[config.mk]
export PLATFORM = sky130hd
export DESIGN_NAME = apu_pulse
export DESIGN_NICKNAME = d
export VERILOG_FILES = /design/src/rtl/apu_pkg.sv /design/src/rtl/apu_envelope.sv /design/src/rtl/apu_pulse.sv
export SDC_FILE = /design/constraint.sdc
export NUM_CORES = 1
export LEC_CHECK = 0
export ABC_AREA = 1
export BUFFER_PORTS_ARGS = -buffer_cell sky130_fd_sc_hd__buf_2
export CORE_AREA = 4 4 93 95
export DETAILED_ROUTE_END_ITERATION = 10
export DIE_AREA = 0 0 97 99
export PLACE_DENSITY_LB_ADDON = 0.15
export SLEW_MARGIN = 25
export SYNTH_ARGS = -nofsm -noshare
export SYNTH_HDL_FRONTEND = slang
export SYNTH_HIERARCHICAL = 1
export SYNTH_SLANG_ARGS = --single-unit
[constraint.sdc]
create_clock -name clk -period 5.4 [get_ports clk]
set_clock_uncertainty 0.05 [all_clocks]
set_input_delay 0.27 -clock clk [delete_from_list [all_inputs] [get_ports clk]]
set_output_delay 0.27 -clock clk [all_outputs]
set_load 0.005 [all_outputs]
[src/rtl/apu_pkg.sv]
// Shared constants for the APU tone channels: register field positions,
// length-counter load table and pulse duty patterns.
package apu_pkg;

   localparam int unsigned PERIOD_W = 11;
   localparam int unsigned LEN_W    = 8;
   localparam int unsigned VOL_W    = 4;
   localparam int unsigned SEQ_W    = 3;

   // Register indices within the channel window
   localparam int unsigned R_CTRL  = 0;
   localparam int unsigned R_SWEEP = 1;
   localparam int unsigned R_TLO   = 2;
   localparam int unsigned R_THI   = 3;

   // regs[0]: DDLC VVVV
   localparam int unsigned CTRL_HALT_BIT  = 5;
   localparam int unsigned CTRL_CONST_BIT = 4;

   // regs[1]: EPPP NSSS
   localparam int unsigned SWP_EN_BIT  = 7;
   localparam int unsigned SWP_NEG_BIT = 3;

   localparam logic [LEN_W-1:0] LEN_TABLE [32] = '{
      8'd10,  8'd254, 8'd20, 8'd2,  8'd40, 8'd4,  8'd80, 8'd6,
      8'd160, 8'd8,   8'd60, 8'd10, 8'd14, 8'd12, 8'd26, 8'd14,
      8'd12,  8'd16,  8'd24, 8'd18, 8'd48, 8'd20, 8'd96, 8'd22,
      8'd192, 8'd24,  8'd72, 8'd26, 8'd16, 8'd28, 8'd32, 8'd30
   };

   localparam logic [7:0] DUTY_TABLE [4] = '{
      8'b0000_0001, 8'b0000_0011, 8'b0000_1111, 8'b1111_1100
   };

endpackage

[src/rtl/apu_envelope.sv]
// Envelope generator: quarter-frame driven decay with loop, plus constant/decay
// volume select. Shared by the pulse and noise channels.
module apu_envelope
   import apu_pkg::*;
(
   input  logic             clk,
   input  logic             n_reset,
   input  logic             qframe,
   input  logic             restart,
   input  logic             loop,
   input  logic             const_vol,
   input  logic [VOL_W-1:0] vol,
   output logic [VOL_W-1:0] level
);

   logic             env_start;
   logic [VOL_W-1:0] env_div;
   logic [VOL_W-1:0] decay;

   // Restart request is applied after the quarter-frame action so a
   // coincident qframe still sees the previous env_start.
   always_ff @(posedge clk) begin
      if (!n_reset) begin
         env_start <= 1'b0;
         env_div   <= '0;
         decay     <= '0;
      end else begin
         if (qframe) begin
            if (env_start) begin
               env_start <= 1'b0;
               decay     <= '1;
               env_div   <= vol;
            end else if (env_div == '0) begin
               env_div <= vol;
               if (decay != '0)
                  decay <= decay - VOL_W'(1);
               else if (loop)
                  decay <= '1;
            end else begin
               env_div <= env_div - VOL_W'(1);
            end
         end
         if (restart)
            env_start <= 1'b1;
      end
   end

   assign level = const_vol ? vol : decay;

endmodule

[src/rtl/apu_pulse.sv]
// NES APU pulse channel: timer, duty sequencer, envelope, sweep and length
// counter producing a 4-bit sample for the mixer.
module apu_pulse
   import apu_pkg::*;
#(
   parameter int unsigned CHANNEL = 0
)
(
   input  logic                  clk,
   input  logic                  n_reset,
   input  logic [3:0][7:0]       regs,
   input  logic                  we,
   input  logic [1:0]            wr_addr,
   input  logic [7:0]            wr_data,
   input  logic                  enable,
   input  logic                  apu_tick,
   input  logic                  qframe,
   input  logic                  hframe,
   output logic [VOL_W-1:0]      out,
   output logic                  active
);

   localparam logic [PERIOD_W:0] NEG_BIAS   = (CHANNEL == 0) ? (PERIOD_W+1)'(1) : '0;
   localparam logic [PERIOD_W:0] PERIOD_MAX = {1'b0, {PERIOD_W{1'b1}}};

   logic [PERIOD_W-1:0] period;
   logic [PERIOD_W-1:0] timer;
   logic [SEQ_W-1:0]    seq;
   logic [2:0]          sweep_div;
   logic                sweep_reload;
   logic [LEN_W-1:0]    length;

   logic [PERIOD_W-1:0] delta;
   logic [PERIOD_W:0]   target;
   logic                mute;
   logic                duty_bit;
   logic                wr_swp, wr_lo, wr_hi;
   logic                swp_neg, halt;
   logic [VOL_W-1:0]    level;
   logic                unused_regs;

   assign wr_swp  = we && (wr_addr == 2'd1);
   assign wr_lo   = we && (wr_addr == 2'd2);
   assign wr_hi   = we && (wr_addr == 2'd3);
   assign swp_neg = regs[R_SWEEP][SWP_NEG_BIT];
   assign halt    = regs[R_CTRL][CTRL_HALT_BIT];

   // Timer bytes are consumed through the write path, not the bank copy.
   assign unused_regs = ^{regs[R_TLO], regs[R_THI]};

   // Sweep target and mute; pulse 1 negates in ones-complement.
   always_comb begin
      delta = period >> regs[R_SWEEP][2:0];
      if (swp_neg)
         target = {1'b0, period} - {1'b0, delta} - NEG_BIAS;
      else
         target = {1'b0, period} + {1'b0, delta};
      mute = (period < PERIOD_W'(8)) || (!swp_neg && (target > PERIOD_MAX));
   end

   always_ff @(posedge clk) begin
      if (!n_reset) begin
         period       <= '0;
         timer        <= '0;
         seq          <= '0;
         sweep_div    <= '0;
         sweep_reload <= 1'b0;
         length       <= '0;
      end else begin
         if (apu_tick) begin
            if (timer == '0) begin
               timer <= period;
               seq   <= seq - SEQ_W'(1);
            end else begin
               timer <= timer - PERIOD_W'(1);
            end
         end
         if (wr_hi)
            seq <= '0;

         // Sweep unit; a CPU period write on the same cycle takes precedence.
         if (hframe) begin
            if ((sweep_div == '0) && regs[R_SWEEP][SWP_EN_BIT] && (regs[R_SWEEP][2:0] != 3'd0)
                && !mute && !wr_lo && !wr_hi)
               period <= target[PERIOD_W-1:0];
            if ((sweep_div == '0) || sweep_reload) begin
               sweep_div    <= regs[R_SWEEP][6:4];
               sweep_reload <= 1'b0;
            end else begin
               sweep_div <= sweep_div - 3'd1;
            end
         end
         if (wr_swp)
            sweep_reload <= 1'b1;
         if (wr_lo)
            period[7:0] <= wr_data;
         if (wr_hi)
            period[PERIOD_W-1:8] <= wr_data[2:0];

         if (!enable)
            length <= '0;
         else if (wr_hi)
            length <= LEN_TABLE[wr_data[7:3]];
         else if (hframe && !halt && (length != '0))
            length <= length - LEN_W'(1);
      end
   end

   apu_envelope u_env (
      .clk       (clk),
      .n_reset   (n_reset),
      .qframe    (qframe),
      .restart   (wr_hi),
      .loop      (halt),
      .const_vol (regs[R_CTRL][CTRL_CONST_BIT]),
      .vol       (regs[R_CTRL][3:0]),
      .level     (level)
   );

   assign duty_bit = DUTY_TABLE[regs[R_CTRL][7:6]][seq];
   assign out      = ((length == '0) || mute || !duty_bit) ? '0 : level;
   assign active   = (length != '0);

endmodule

==> results by group <==
Cells and area
  • Final Net Count: 871
  • Area of the multi-input gates: 3150 µm²
  • Sequential cell area: 921 µm²
  • Final antenna diode count: 0
  • Synthesis-to-layout area growth: 7.35%
  • Share of cells above drive strength 1: 0.104
  • Fill cells: roughly 740

Outcome
  • Result of the run: finished, final reports clean

Worst setup path
  • Max stage delay cell, worst path: sky130_fd_sc_hd__o21ai_0
  • Largest delay contributor family on the critical path: compound AO/OA/AOI/OAI gates
  • Setup crit start: period[6]$_SDFFE_PN0P_
  • Data required time at the worst endpoint: just over 5 ns
  • Largest fanout of any net on the critical path: 5
  • R2R Setup Slk: 2.02 ns
  • Number of cells on the worst reg-to-reg path: 18
  • Startpoint type of the worst setup path: register
  • R2r startpoint: period[6]$_SDFFE_PN0P_
  • CP peak stage delay: 0.59 ns
  • Stages on worst setup path: 16
  • Terminus of the critical flop-to-flop path: period[1]$_SDFFE_PN0P_
  • CP Class: register to output port
  • Buffers plus inverters on the worst setup path: 4
  • Cells along the critical path: inv_1 > o21ai_0 > o21ai_0 > o21ai_0 > inv_1 > ha_1 > inv_1 > nand2_1 > nand2_1 > and2_1 > nand3_1 > nand3_2 > nand2_4 > o2111ai_1 > nor2_1 > buf_2
  • Critical Path End: out[3]
  • CP arrival: 3.46 ns
  • CP endpoint kind: output port

GRT
  • Maximum number of pins on one net before global-route repair: 21
  • Global-route wire length before repair: ~20 mm
  • Vias in the first global route: 4384
  • Number of antenna violations at the first check in global routing: 0
  • Overall overflow remaining after global route: 0
  • Total global-route track usage: 0.248

Floorplanning
  • Starting utilization of the core area: 0.595
  • Total die area: between 9000 and 10000 µm²
  • Vert. Die Dim: slightly below 100 µm
  • Top-level port count: 54
  • CORE AREA: 7730 µm²
  • Number of rows in the core area: 32
  • Horiz. Die Dim: 97 µm

Clock tree
  • H-tree depth reported by CTS: 2
  • Post-CTS Repair Setup Buffers: 0
  • PostCTS Resize Cnt: 0
  • Number of buffers inserted during clock tree synthesis: 5
  • Count of hold buffers inserted by post-cts repair: 0
  • Maximum clock path buffer count: 2
  • Number of sinks handled by clock tree synthesis: 46
  • Worst-Skew Late Latency: 0.30 ns
  • TritonCTS clock tree: done
  • Clock root cell: sky130_fd_sc_hd__clkbuf_8
  • Clock-pin transition on the worst setup and hold timing paths: 0.09 ns

Routing
  • Routed vias: 4864
  • DRC violation count after routing: 0
  • WL per Instance: 13.6 µm
  • Post-detailed-route via-to-cell ratio: 5.50
  • Post-detailed-route count of antenna-violating nets: 0
  • Initial drt markers: 245
  • Wirelength, routed: 12.0 mm
  • Initial DRT Pass Iterations: 5

Yosys
  • Predominant post-synthesis flop cell: sky130_fd_sc_hd__dfxtp_1
  • Area share of the leading cell type in the synthesized netlist: 0.200
  • Synth area leader: sky130_fd_sc_hd__dfxtp_1
  • Number of storage elements in the synthesis netlist: 46
  • Yosys cell types: 52
  • Seq/Total Area, Yosys: 0.200
  • Synth async-reset ratio: 0
  • Yosys warns: 6
  • Synthesized area per cell: between 6 and 7 µm²
  • Number of flops mapped to enable cells by yosys: 0
  • Post-synthesis instance area: 4600 µm²
  • Synthesized instance count: 756
  • Ranking of synthesized cells by area: sky130_fd_sc_hd__dfxtp_1, sky130_fd_sc_hd__nand2_1, sky130_fd_sc_hd__ha_1
  • Synth Net Count: 845

Timing
  • Final setup violation count: 0
  • Tcrit/Tclk final: 0.700
  • Worst Max-Slew Pin Slew: 0.887 ns
  • Time the final worst path needs with I/O delays and setup: 3.78 ns
  • Worst-case headroom to the max-slew limit: 0.406
  • Setup TNS: 0 ns
  • RSZ-0062 raised after global routing: no
  • Max-slew violation total from the final report: 0
  • Final count of hold timing violations: 0
  • Highest achievable clock rate: 0.264 GHz

Pwr
  • Total power after layout: 1450 µW
  • IR Drop Worst-Case VDD: approximately 0.15 mV
  • Power density normalized to cell area: just under 300 nW/µm²
  • Leakage power of the design: 0.00250 µW

Placed design
  • I/O Buffers: 37
  • HPWL Detailed: 9.43 mm
  • Final weighted congestion of routability-driven global placement: 0.936

Min path
  • Type of the worst min-delay path: input port to register

Flow run
  • Number of max-capacitance violations reported: 0
registers in the layout (all words and copies together), names as in the netlist:
register / flops
period: 11
timer: 11
length: 8
u_env/decay: 4
u_env/env_div: 4
seq: 3
sweep_div: 3
sweep_reload: 1
u_env/env_start: 1
worst min-delay path by stage:
| stage | cells past startpoint | startpoint | end |
|---|---|---|---|
| 2_1_floorplan | 1 | hframe | sweep_div[1]$_SDFFE_PN0P_ |
| 3_3_place_gp | 2 | u_env/decay[0]$_SDFFE_PN0P_ | u_env/decay[0]$_SDFFE_PN0P_ |
| 3_5_place_dp | 2 | u_env/decay[0]$_SDFFE_PN0P_ | u_env/decay[0]$_SDFFE_PN0P_ |
| 4_1_cts | 3 | regs[1] | u_env/env_div[1]$_SDFFE_PN0P_ |
| 5_1_grt | 3 | regs[13] | sweep_div[1]$_SDFFE_PN0P_ |
| 6_report | 3 | regs[1] | u_env/env_div[1]$_SDFFE_PN0P_ |
cells in the final DEF, fill, tap and decap left out, drive strengths merged, types with 3 or more instances in the layout:
| cell | count |
|---|---|
| buf | 37 |
| nor4 | 3 |
| xor2 | 6 |
| nand3 | 59 |
| inv | 114 |
| nor3 | 12 |
| clkbuf | 6 |
| nand4 | 10 |
| or2 | 6 |
| o22ai | 6 |
| o211ai | 14 |
| dfxtp | 46 |
| nand2 | 200 |
| nor2 | 77 |
| o21ai | 67 |
| a31oi | 5 |
| o21bai | 4 |
| ha | 38 |
| a21oi | 54 |
Yosys cell counts, types with 2 or more instances:
| cell type | instances |
|---|---|
| sky130_fd_sc_hd__o21ai_1 | 6 |
| sky130_fd_sc_hd__nor2_4 | 3 |
| sky130_fd_sc_hd__o31ai_1 | 2 |
| sky130_fd_sc_hd__a21oi_1 | 51 |
| sky130_fd_sc_hd__o21ai_0 | 60 |
| sky130_fd_sc_hd__nor3_1 | 7 |
| sky130_fd_sc_hd__nor2_1 | 73 |
| sky130_fd_sc_hd__nor3_2 | 4 |
| sky130_fd_sc_hd__o22ai_1 | 6 |
| sky130_fd_sc_hd__a31oi_1 | 5 |
| sky130_fd_sc_hd__buf_2 | 6 |
| sky130_fd_sc_hd__clkinv_1 | 2 |
| sky130_fd_sc_hd__clkbuf_1 | 9 |
| sky130_fd_sc_hd__a21oi_2 | 2 |
| sky130_fd_sc_hd__nand4_1 | 8 |
| sky130_fd_sc_hd__xor2_1 | 6 |
| sky130_fd_sc_hd__or2_1 | 2 |
| sky130_fd_sc_hd__or2_2 | 3 |
| sky130_fd_sc_hd__nand2_2 | 6 |
| sky130_fd_sc_hd__o211ai_1 | 14 |
| sky130_fd_sc_hd__ha_1 | 38 |
| sky130_fd_sc_hd__nand2_1 | 192 |
| sky130_fd_sc_hd__inv_2 | 7 |
| sky130_fd_sc_hd__o221ai_1 | 2 |
| sky130_fd_sc_hd__fa_1 | 2 |
| sky130_fd_sc_hd__nor4_1 | 3 |
| sky130_fd_sc_hd__nand2_4 | 2 |
| sky130_fd_sc_hd__o21bai_1 | 4 |
| sky130_fd_sc_hd__nand3_1 | 57 |
| sky130_fd_sc_hd__dfxtp_1 | 46 |
| sky130_fd_sc_hd__inv_1 | 107 |
tightest hold or removal path, cell delays in order:
cell and delay, ns:
sky130_fd_sc_hd__buf_2 0.09, sky130_fd_sc_hd__nor2_1 0.04, sky130_fd_sc_hd__nor2_1 0.08
power breakdown:
part | total [µW] | switching (µW) | internal (µW) | leakage (µW)
registers | 471 | 68.1 | 403 | 0.000377
clock network | 267 | 118 | 148 | 0.0000573
logic | 710 | 449 | 261 | 0.00206
total | 1450 | 636 | 813 | 0.00250
through the flow:
step	area (µm²)	util	setup slack, ns	cells	hold slack (ns)
final	4930	0.639	1.62	884	0.163
after global routing	4930	0.639	1.28	884	0.193
after CTS	4930	0.639	1.62	884	0.164
after detailed placement	4820	0.624	1.82	877	0.416
after global placement	4820	0.624	1.89	877	0.405
after floorplan	4600	-	2.61	756	0.331
logic make-up (layout without fill, tap and decap cells):
| family | after synthesis | after routing | share of synthesized area |
|---|---|---|---|
| and+or+nand+nor | 369 | 369 | 0.360 |
| AOI/OAI and AO/OA | 160 | 160 | 0.200 |
| buffers and inverters | 134 | 160 | 0.114 |
| DFF | 46 | 46 | 0.200 |
| adders and majority gates | 40 | 40 | 0.112 |
| xor gates and xnor gates | 7 | 7 | 0.0133 |
layout make-up:
class / instances / area share
Clock buffer: 6 / 0.0167
Multi-Input combinational cell: 576 / 0.639
Clock inverter: 1 / 0.00609
Timing Repair Buffer: 37 / 0.0375
Inverter: 116 / 0.0882
Tap cell: 102 / 0.0259
Sequential cell: 46 / 0.187
routing by layer:
| metal | wire, µm | vias to the layer above | global-route usage |
|---|---|---|---|
| li1 | - | 2527 | - |
| met1 | 5410 | 2173 | 0.335 |
| met2 | 5670 | 153 | 0.428 |
| met3 | 822 | 11 | 0.0283 |
| met4 | 120 | 0 | 0.0508 |
| met5 | 0 | - | 0 |
Power figures use the tool's default switching activity.
